### src/rtl/program_counter_unit_if.sv
// Control/status bundle between the instruction-fetch controller and the
// program counter unit. The master drives redirect requests and observes the
// PC and return-address-stack status; the slave is the PC unit itself.
interface program_counter_unit_if #(
  parameter int WIDTH     = 32,
  parameter int RAS_DEPTH = 4
);
  localparam int CNT_W = $clog2(RAS_DEPTH) + 1;

  logic             pcWrite__i;
  logic             branch__i;
  logic [WIDTH-1:0] branchTarget__i;
  logic             jump__i;
  logic             call__i;
  logic [WIDTH-1:0] jumpTarget__i;
  logic             return__i;
  logic             exception__i;
  logic [WIDTH-1:0] address__o;
  logic [WIDTH-1:0] epc__o;
  logic [CNT_W-1:0] rasCount__o;
  logic             rasOverflow__o;
  logic             rasUnderflow__o;

  modport master (
    output pcWrite__i, branch__i, branchTarget__i, jump__i, call__i,
           jumpTarget__i, return__i, exception__i,
    input  address__o, epc__o, rasCount__o, rasOverflow__o, rasUnderflow__o
  );

  modport slave (
    input  pcWrite__i, branch__i, branchTarget__i, jump__i, call__i,
           jumpTarget__i, return__i, exception__i,
    output address__o, epc__o, rasCount__o, rasOverflow__o, rasUnderflow__o
  );
endinterface

### src/rtl/program_counter_unit.sv
// Program counter with prioritised redirect (exception > branch > return >
// jump/call > sequential) and a circular return-address stack. The PC, EPC,
// stack count and status pulses are all registered; the selected next PC
// appears on address__o one cycle after the request is sampled.
module program_counter_unit #(
  parameter int               WIDTH        = 32,
  parameter int               STEP         = 4,
  parameter logic [WIDTH-1:0] RESET_VECTOR = '0,
  parameter logic [WIDTH-1:0] EXC_VECTOR   = WIDTH'(32'h80),
  parameter int               RAS_DEPTH    = 4
) (
  input  logic                  clock__i,
  input  logic                  reset__i,
  program_counter_unit_if.slave pc_bus
);

  localparam int               PTR_W      = $clog2(RAS_DEPTH);
  localparam int               CNT_W      = PTR_W + 1;
  localparam logic [CNT_W-1:0] FULL_COUNT = CNT_W'(RAS_DEPTH);
  localparam logic [WIDTH-1:0] STEP_W     = WIDTH'(STEP);

  logic [WIDTH-1:0] pc_reg, pc_next;
  logic [WIDTH-1:0] epc_reg, epc_next;
  // ptr_reg is the slot the next push writes; the top of stack sits one below.
  // When the stack is full that slot holds the oldest entry, so a push there
  // overwrites it and the stack behaves as a circular buffer.
  logic [PTR_W-1:0] ptr_reg, ptr_next;
  logic [CNT_W-1:0] cnt_reg, cnt_next;
  logic             ovf_reg, ovf_next;
  logic             unf_reg, unf_next;

  logic             push_en;
  logic [WIDTH-1:0] seq_pc;
  logic [PTR_W-1:0] top_ptr;
  logic [WIDTH-1:0] ras_top;
  logic [RAS_DEPTH-1:0] ras_wr_en;
  logic [WIDTH-1:0] ras_mem_reg [RAS_DEPTH];

  assign seq_pc  = pc_reg + STEP_W;
  assign top_ptr = ptr_reg - PTR_W'(1);
  // Pops need the top entry in the same cycle, so the stack is read
  // asynchronously; it is small enough to live in registers.
  assign ras_top = ras_mem_reg[top_ptr];

  // Per-entry write strobes; a reset in the same cycle discards the push.
  genvar gi;
  generate
    for (gi = 0; gi < RAS_DEPTH; gi++) begin : g_ras_we
      assign ras_wr_en[gi] = push_en & ~reset__i & (ptr_reg == PTR_W'(gi));
    end
  endgenerate

  // Next-state selection in redirect priority order.
  always_comb begin
    pc_next  = pc_reg;
    epc_next = epc_reg;
    ptr_next = ptr_reg;
    cnt_next = cnt_reg;
    ovf_next = 1'b0;
    unf_next = 1'b0;
    push_en  = 1'b0;

    if (pc_bus.exception__i) begin
      // Exceptions ignore the stall and never touch the stack.
      pc_next  = EXC_VECTOR;
      epc_next = pc_reg;
    end else if (pc_bus.pcWrite__i) begin
      if (pc_bus.branch__i) begin
        pc_next = pc_bus.branchTarget__i;
      end else if (pc_bus.return__i) begin
        if (cnt_reg != '0) begin
          pc_next  = ras_top;
          ptr_next = top_ptr;
          cnt_next = cnt_reg - CNT_W'(1);
        end else begin
          // Empty stack: fall through sequentially and flag it.
          pc_next  = seq_pc;
          unf_next = 1'b1;
        end
      end else if (pc_bus.jump__i) begin
        pc_next = pc_bus.jumpTarget__i;
        if (pc_bus.call__i) begin
          push_en  = 1'b1;
          ptr_next = ptr_reg + PTR_W'(1);
          if (cnt_reg == FULL_COUNT) begin
            ovf_next = 1'b1;
          end else begin
            cnt_next = cnt_reg + CNT_W'(1);
          end
        end
      end else begin
        pc_next = seq_pc;
      end
    end
  end

  // PC, EPC, stack pointer/count and status pulse registers.
  always_ff @(posedge clock__i) begin
    if (reset__i) begin
      pc_reg  <= RESET_VECTOR;
      epc_reg <= '0;
      ptr_reg <= '0;
      cnt_reg <= '0;
      ovf_reg <= 1'b0;
      unf_reg <= 1'b0;
    end else begin
      pc_reg  <= pc_next;
      epc_reg <= epc_next;
      ptr_reg <= ptr_next;
      cnt_reg <= cnt_next;
      ovf_reg <= ovf_next;
      unf_reg <= unf_next;
    end
  end

  // Return-address storage; contents are left alone by reset because a zero
  // count makes every entry unreachable.
  always_ff @(posedge clock__i) begin
    for (int i = 0; i < RAS_DEPTH; i++) begin
      if (ras_wr_en[i]) begin
        ras_mem_reg[i] <= seq_pc;
      end
    end
  end

  assign pc_bus.address__o      = pc_reg;
  assign pc_bus.epc__o          = epc_reg;
  assign pc_bus.rasCount__o     = cnt_reg;
  assign pc_bus.rasOverflow__o  = ovf_reg;
  assign pc_bus.rasUnderflow__o = unf_reg;

endmodule

### src/flat_wrapper.sv
// flat-port wrapper written by rule: the top's interface ports become plain ports
module program_counter_unit_flat 
#(
  parameter int               WIDTH        = 32,
  parameter int               STEP         = 4,
  parameter logic [WIDTH-1:0] RESET_VECTOR = '0,
  parameter logic [WIDTH-1:0] EXC_VECTOR   = WIDTH'(32'h80),
  parameter int               RAS_DEPTH    = 4
)
  (clock__i, reset__i, pc_bus_pcWrite__i, pc_bus_branch__i, pc_bus_branchTarget__i, pc_bus_jump__i, pc_bus_call__i, pc_bus_jumpTarget__i, pc_bus_return__i, pc_bus_exception__i, pc_bus_address__o, pc_bus_epc__o, pc_bus_rasCount__o, pc_bus_rasOverflow__o, pc_bus_rasUnderflow__o);
  program_counter_unit_if #(.WIDTH(WIDTH), .RAS_DEPTH(RAS_DEPTH)) pc_bus_i ();
  input  logic clock__i;
  input  logic reset__i;
  input wire logic [$bits(pc_bus_i.pcWrite__i)-1:0] pc_bus_pcWrite__i;
  input wire logic [$bits(pc_bus_i.branch__i)-1:0] pc_bus_branch__i;
  input wire logic [$bits(pc_bus_i.branchTarget__i)-1:0] pc_bus_branchTarget__i;
  input wire logic [$bits(pc_bus_i.jump__i)-1:0] pc_bus_jump__i;
  input wire logic [$bits(pc_bus_i.call__i)-1:0] pc_bus_call__i;
  input wire logic [$bits(pc_bus_i.jumpTarget__i)-1:0] pc_bus_jumpTarget__i;
  input wire logic [$bits(pc_bus_i.return__i)-1:0] pc_bus_return__i;
  input wire logic [$bits(pc_bus_i.exception__i)-1:0] pc_bus_exception__i;
  output wire logic [$bits(pc_bus_i.address__o)-1:0] pc_bus_address__o;
  output wire logic [$bits(pc_bus_i.epc__o)-1:0] pc_bus_epc__o;
  output wire logic [$bits(pc_bus_i.rasCount__o)-1:0] pc_bus_rasCount__o;
  output wire logic [$bits(pc_bus_i.rasOverflow__o)-1:0] pc_bus_rasOverflow__o;
  output wire logic [$bits(pc_bus_i.rasUnderflow__o)-1:0] pc_bus_rasUnderflow__o;
  assign pc_bus_i.pcWrite__i = pc_bus_pcWrite__i;
  assign pc_bus_i.branch__i = pc_bus_branch__i;
  assign pc_bus_i.branchTarget__i = pc_bus_branchTarget__i;
  assign pc_bus_i.jump__i = pc_bus_jump__i;
  assign pc_bus_i.call__i = pc_bus_call__i;
  assign pc_bus_i.jumpTarget__i = pc_bus_jumpTarget__i;
  assign pc_bus_i.return__i = pc_bus_return__i;
  assign pc_bus_i.exception__i = pc_bus_exception__i;
  assign pc_bus_address__o = pc_bus_i.address__o;
  assign pc_bus_epc__o = pc_bus_i.epc__o;
  assign pc_bus_rasCount__o = pc_bus_i.rasCount__o;
  assign pc_bus_rasOverflow__o = pc_bus_i.rasOverflow__o;
  assign pc_bus_rasUnderflow__o = pc_bus_i.rasUnderflow__o;
  program_counter_unit #(.WIDTH(WIDTH), .STEP(STEP), .RESET_VECTOR(RESET_VECTOR), .EXC_VECTOR(EXC_VECTOR), .RAS_DEPTH(RAS_DEPTH)) u_core (.clock__i(clock__i), .reset__i(reset__i), .pc_bus(pc_bus_i));
endmodule
### config.mk
export PLATFORM = sky130hd
export DESIGN_NAME = program_counter_unit_flat
export DESIGN_NICKNAME = d
export VERILOG_FILES = /design/src/rtl/program_counter_unit_if.sv /design/src/rtl/program_counter_unit.sv /design/src/flat_wrapper.sv
export SDC_FILE = /design/constraint.sdc
export NUM_CORES = 1
export LEC_CHECK = 0
export ABC_AREA = 1
export CORE_UTILIZATION = 57
export CTS_BUF_LIST = sky130_fd_sc_hd__clkbuf_16
export CTS_CLUSTER_SIZE = 16
export DETAILED_ROUTE_END_ITERATION = 8
export PLACE_DENSITY = 0.94
export SYNTH_ARGS = -nofsm -noshare
export SYNTH_HDL_FRONTEND = slang
export SYNTH_SLANG_ARGS = --single-unit
### constraint.sdc
create_clock -name clock__i -period 4.4 [get_ports clock__i]
set_input_delay 0.66 -clock clock__i [delete_from_list [all_inputs] [get_ports clock__i]]
set_output_delay 0.66 -clock clock__i [all_outputs]
set_load 0.1 [all_outputs]
== After elaboration in Yosys (flattened, before gate mapping) ==
Memories as Yosys holds them, arrays and structs flattened.
Cells that the tools add are included.
W data, S select, Z words.

* Register bits: 71
* Memory bits (writable): 128
* Bits of input ports: 72
* Output and inout bits: 69
* Word-level logic and storage cells: 84
* Memories: 1

{| class="wikitable"
|+ Memories
! name !! depth !! width !! read ports !! clocked after memory_dff !! wr ports !! RTL line !! text
|-
| u_core.ras_mem_reg || 4 || 32 || 1 || 0 || 1 || program_counter_unit.sv:37 || <nowiki>logic [WIDTH-1:0] ras_mem_reg [RAS_DEPTH];</nowiki>
|}

* Add/subtract/negate cells: 5
* Equality and inequality tests: 6
* Muxes and demuxes: 40
* Bitwise operators: 12
* Reduce and logical (&&, ||, !) cells: 13

{| class="wikitable"
|+ Operators by type and width
! kind !! number
|-
| $mux W32 || 7
|-
| $reduce_or A32 Y1 || 3
|-
| $add A32 B3 Y32 const B || 1
|-
| $mux W1 || 19
|-
| $mux W8 || 2
|-
| $mux W3 || 5
|-
| $mux W2 || 7
|-
| $not A1 Y1 || 7
|-
| $reduce_and A7 Y1 || 1
|-
| $reduce_or A7 Y1 || 1
|-
| $reduce_and A6 Y1 || 1
|-
| $reduce_bool A2 Y1 || 3
|-
| $and A1 B1 Y1 || 5
|-
| $reduce_or A5 Y1 || 1
|-
| $eq A2 B2 Y1 const B || 2
|-
| $add A3 B1 Y3 const B || 1
|-
| $eq A3 B3 Y1 const B || 1
|-
| $reduce_bool A3 Y1 || 1
|-
| $sub A3 B1 Y3 const B || 1
|-
| $add A2 B1 Y2 const B || 1
|-
| $eq A2 B1 Y1 const B || 1
|-
| $logic_not A2 Y1 || 1
|-
| $ne A2 B1 Y1 const B || 1
|-
| $ne A2 B2 Y1 const B || 1
|-
| 2 further kinds || 2
|}

== Longest topological paths before layout ==
* Word-level depth: 14
* Mapped depth: 14
* Gate-level depth less buffers: 12

== Least setup slack after synthesis ==
No wires, ideal clock.

* Path type: in2reg
* Start: input port pc_bus_branch__i
* End: memory u_core.ras_mem_reg[0][0] (enable)
* Arrival: 2.806 ns
* Required time: 3.979 ns
* Slack: 1.172 ns
* Stages: 7
* Path buffers: 2
* Cells stage by stage: buf_2 -> nor2_2 -> nand2_1 -> inv_1 -> buf_4 -> nand4_1 -> nor2_1

* Elaborated cells on any way between the ends: 25
* Those cells by class: mux (17); bitwise (5); reduce/logical (3)

{| class="wikitable"
|+ RTL lines
! what !! RTL line !! text
|-
| from (decl) || flat_wrapper.sv:15 || <nowiki>input wire logic [$bits(pc_bus_i.branch__i)-1:0] pc_bus_branch__i;</nowiki>
|-
| $mux W1 || program_counter_unit.sv:68 || <nowiki>if (pc_bus.branch__i) begin</nowiki>
|-
| $mux W1 || program_counter_unit.sv:67 || <nowiki>end else if (pc_bus.pcWrite__i) begin</nowiki>
|-
| $mux W1 || program_counter_unit.sv:63 || <nowiki>if (pc_bus.exception__i) begin</nowiki>
|-
| $and A1 B1 Y1 (2 in a row) || program_counter_unit.sv:49 || <nowiki>assign ras_wr_en[gi] = push_en & ~reset__i & (ptr_reg == PTR_W'(gi));</nowiki>
|-
| net u_core.ras_wr_en[0] || program_counter_unit.sv:36 || <nowiki>logic [RAS_DEPTH-1:0] ras_wr_en;</nowiki>
|-
| $mux W1 || program_counter_unit.sv:120 || <nowiki>if (ras_wr_en[i]) begin</nowiki>
|-
| $mux W1 (not written as such) || program_counter_unit.sv:121 || <nowiki>ras_mem_reg[i] <= seq_pc;</nowiki>
|-
| $mux W1 (no source line) (3 in a row) || - ||
|-
| to (decl) || program_counter_unit.sv:37 ||
|}

The timed path passes the listed nets, and every way through them passes these cells.

== Final worst setup path ==
* Start: register u_core.pc_reg[19] (netlist: u_core.pc_bus.address__o[19])
* End: output port pc_bus_address__o[19]

{| class="wikitable"
|+ RTL lines
! what !! RTL line !! text
|-
| from (decl) || program_counter_unit.sv:22 || <nowiki>logic [WIDTH-1:0] pc_reg, pc_next;</nowiki>
|-
| from (signal assigned) || program_counter_unit.sv:107 || <nowiki>pc_reg <= pc_next;</nowiki>
|-
| to (decl) || flat_wrapper.sv:22 || <nowiki>output wire logic [$bits(pc_bus_i.address__o)-1:0] pc_bus_address__o;</nowiki>
|}

No word-level cell between the ends.

==> summary.txt <==
CTS HTree Levels: 4
P_int: 2940 uW
Power per Cell Area: 359 nW/um2
Post-synthesis cell count: 1,065
Power Total: 4120 uW
GRT Resource Usage Total: 35.3%
CTS Buf Count: 17
Clock share of power: 34.4%
Fin Hold WS: 509 ps
Crit path cell chain: clkdlybuf4s50_1
GRT overflow: 0
Final Hold Viols: 0
VDD IR max: 302 uV
Leak Pwr: 0.00436 uW
Routed vias/inst: 6.11
Final HPWL DP: 19,000 um
CP Data Arrival Time: 2310 ps
Root Driver: clkbuf_16
YS warnings: 0
Core Region: 16,000 um2
Initial antenna violation count: 0
Element type at the critical path end: output port
Nets: 1,263
Layout area overhead: 22.0%
Ant diodes: 0
P_sw: 1180 uW
Most used DFF post-synth: edfxtp_1
Clock latency on the worst-skew pair: 440 ps
Die Ht: 130 um
Cell Count Post-Placement: 1,382
Register area share after synthesis: 56.0%
Clock net sink count: 199
Port Buffers: 140
Post-synthesis async set-or-reset flop share: 0%
Vias in the first global route: 8,082
Fin crit share: 67.5%
Final Wtd Congestion: 0.982
Slowest cell on crit path: clkdlybuf4s50_1
Num ports: 141
Critical Path RT: 3740 ps
Flop pwr share: 50.0%
Layout Skew: 9.24 ps
Row cnt: 46
Post-route insts no fill: 1,414
Post-synth design cell area: 9410 um2
First-pass GRT wire length: 44,200 um
Die area: 17,000 um2
Max reg flops: 128
Largest net degree at the start of global routing: 69
Synth Area per Inst: 8.83 um2
Sw frac: 28.7%
Maximum clock insertion buffer count: 2
CP Max Fanout: 6
Final setup viols: 0
Reg clk slew, reported paths: 70 ps
DRC errors left: 0
Post-synth EDFFs: 128
Routed WL per cell: 20.7 um
Syn nets: 1,143
TritonCTS clock tree: yes
RSZ-0062 raised after global routing: no
Effective utilization at floorplan: 58.8%
Die X: 130 um
Share of layout cells above drive strength 1: 8.18%
Hold_buf cts: 0
Drt first-iter violations: 1,267
CP top delay family: buffers and inverters
Hold crit path type: reg -> reg
Slack of the critical path: 1430 ps
Final worst path period need: 2970 ps
Status: finished, final reports clean
Final ANT Viol Nets: 0
Distinct cells, synth: 40
Filler cell count: 1,084
Max_cap viols: 0
Startpoint Class: flop
Slew Viols, Final: 0
Setup bufs post-CTS: 0
Setup tns final: 0 ps
Worst slack at placement: 1140 ps
WL final: 29,300 um
Combinational power share: 15.6%
Bufs and invs on worst path: 1
Peak Freq: 337 MHz
Yosys reg bits: 199
Max stage delay on crit path: 1230 ps
Tightest Pin Transition: 1040 ps
Critical path class: reg -> out
Via count: 8,643
First-pass DRT Iterations: 8
Cts repair resizes: 0
Relative slew slack: 30.7%
-- layout by cell type, fill, tap and decap left out, types with 9 or more instances in the layout --
cell             Yosys  final
inv_1               73     79
clkbuf_16            0     18
nand2_1            254    254
clkdlybuf4s50_1      0    140
o21ai_0             87     87
nand2_2             14     14
nor2_2               9     13
nand3_1            102    102
buf_4                5     16
dfxtp_1             71     70
nor2_1             101     97
a21oi_1             86     86
edfxtp_1           128    128
nor2_4               9      9
-- metal layers --
metal | track usage (%) | part of all wire [%]
met1 | 45.0 | 35
met2 | 55.3 | 45
met3 | 10.5 | 15
met4 | 17.1 | 4.4
met5 | 0 | 0
-- layout make-up --
| class | count | area (um2) | area share [%] |
|---|---|---|---|
| Clock buffer | 18 | 450 | 3.93 |
| Clock inverter | 14 | 68.8 | 0.600 |
| Inverter | 80 | 303 | 2.64 |
| Multi-Input combinational cell | 731 | 3590 | 31.3 |
| Sequential cell | 199 | 5270 | 45.9 |
| Tap cell | 216 | 270 | 2.36 |
| Timing Repair Buffer | 156 | 1520 | 13.3 |
-- through the flow --
stage	util, %	instance area, um2
global placement	68.5	11000
global route	71.7	11500
finish	71.7	11500
CTS	71.7	11500
floorplan	-	9410
detailed placement	68.5	11000
-- cell usage after synthesis, drive strengths merged, types with 8 or more instances --
library cell  count  area share [%]
edfxtp          128              41
a21oi            90             4.9
nor2            120             5.9
xnor2            10             1.4
inv              79             3.2
nand3           102             5.4
buf              25             1.5
clkbuf           30             1.2
nand2           269              11
o211ai            8            0.64
dfxtp            71              15
o21ai            92             4.9
-- final timing paths --
| check | start | end | slack [ps] | cells past startpoint |
|---|---|---|---|---|
| worst max-delay path | u_core.pc_bus.address__o[19] | pc_bus_address__o[19] | 1430 | 1 |
| worst min register to register | u_core.pc_bus.epc__o[8] | u_core.pc_bus.epc__o[8] | 510 | 2 |
| worst min-delay path | u_core.pc_bus.epc__o[8] | u_core.pc_bus.epc__o[8] | 510 | 2 |
| worst max register to register | u_core.ptr_reg[0] | u_core.pc_bus.address__o[6] | 1570 | 9 |
-- cells by family after synthesis --
logic type	count (synthesis)	share of synthesized area, %
xor gates and xnor gates	17	2.14
AOI/OAI and AO/OA	203	11.5
DFF	199	56.0
and+or+nand+nor	505	23.6
adders and majority gates	6	0.878
buffers and inverters	135	5.95
-- power groups by stage --
| stage | combinational (uW) | clock [uW] | sequential, uW |
|---|---|---|---|
| 5_1_grt | 671 | 1480 | 2060 |
| 2_1_floorplan | 208 | 0 | 2300 |
| 3_3_place_gp | 615 | 0 | 2090 |
| 6_report | 643 | 1420 | 2060 |
| 4_1_cts | 632 | 1400 | 2050 |
| 3_5_place_dp | 625 | 0 | 2090 |
(Power assumes the default switching activity.)
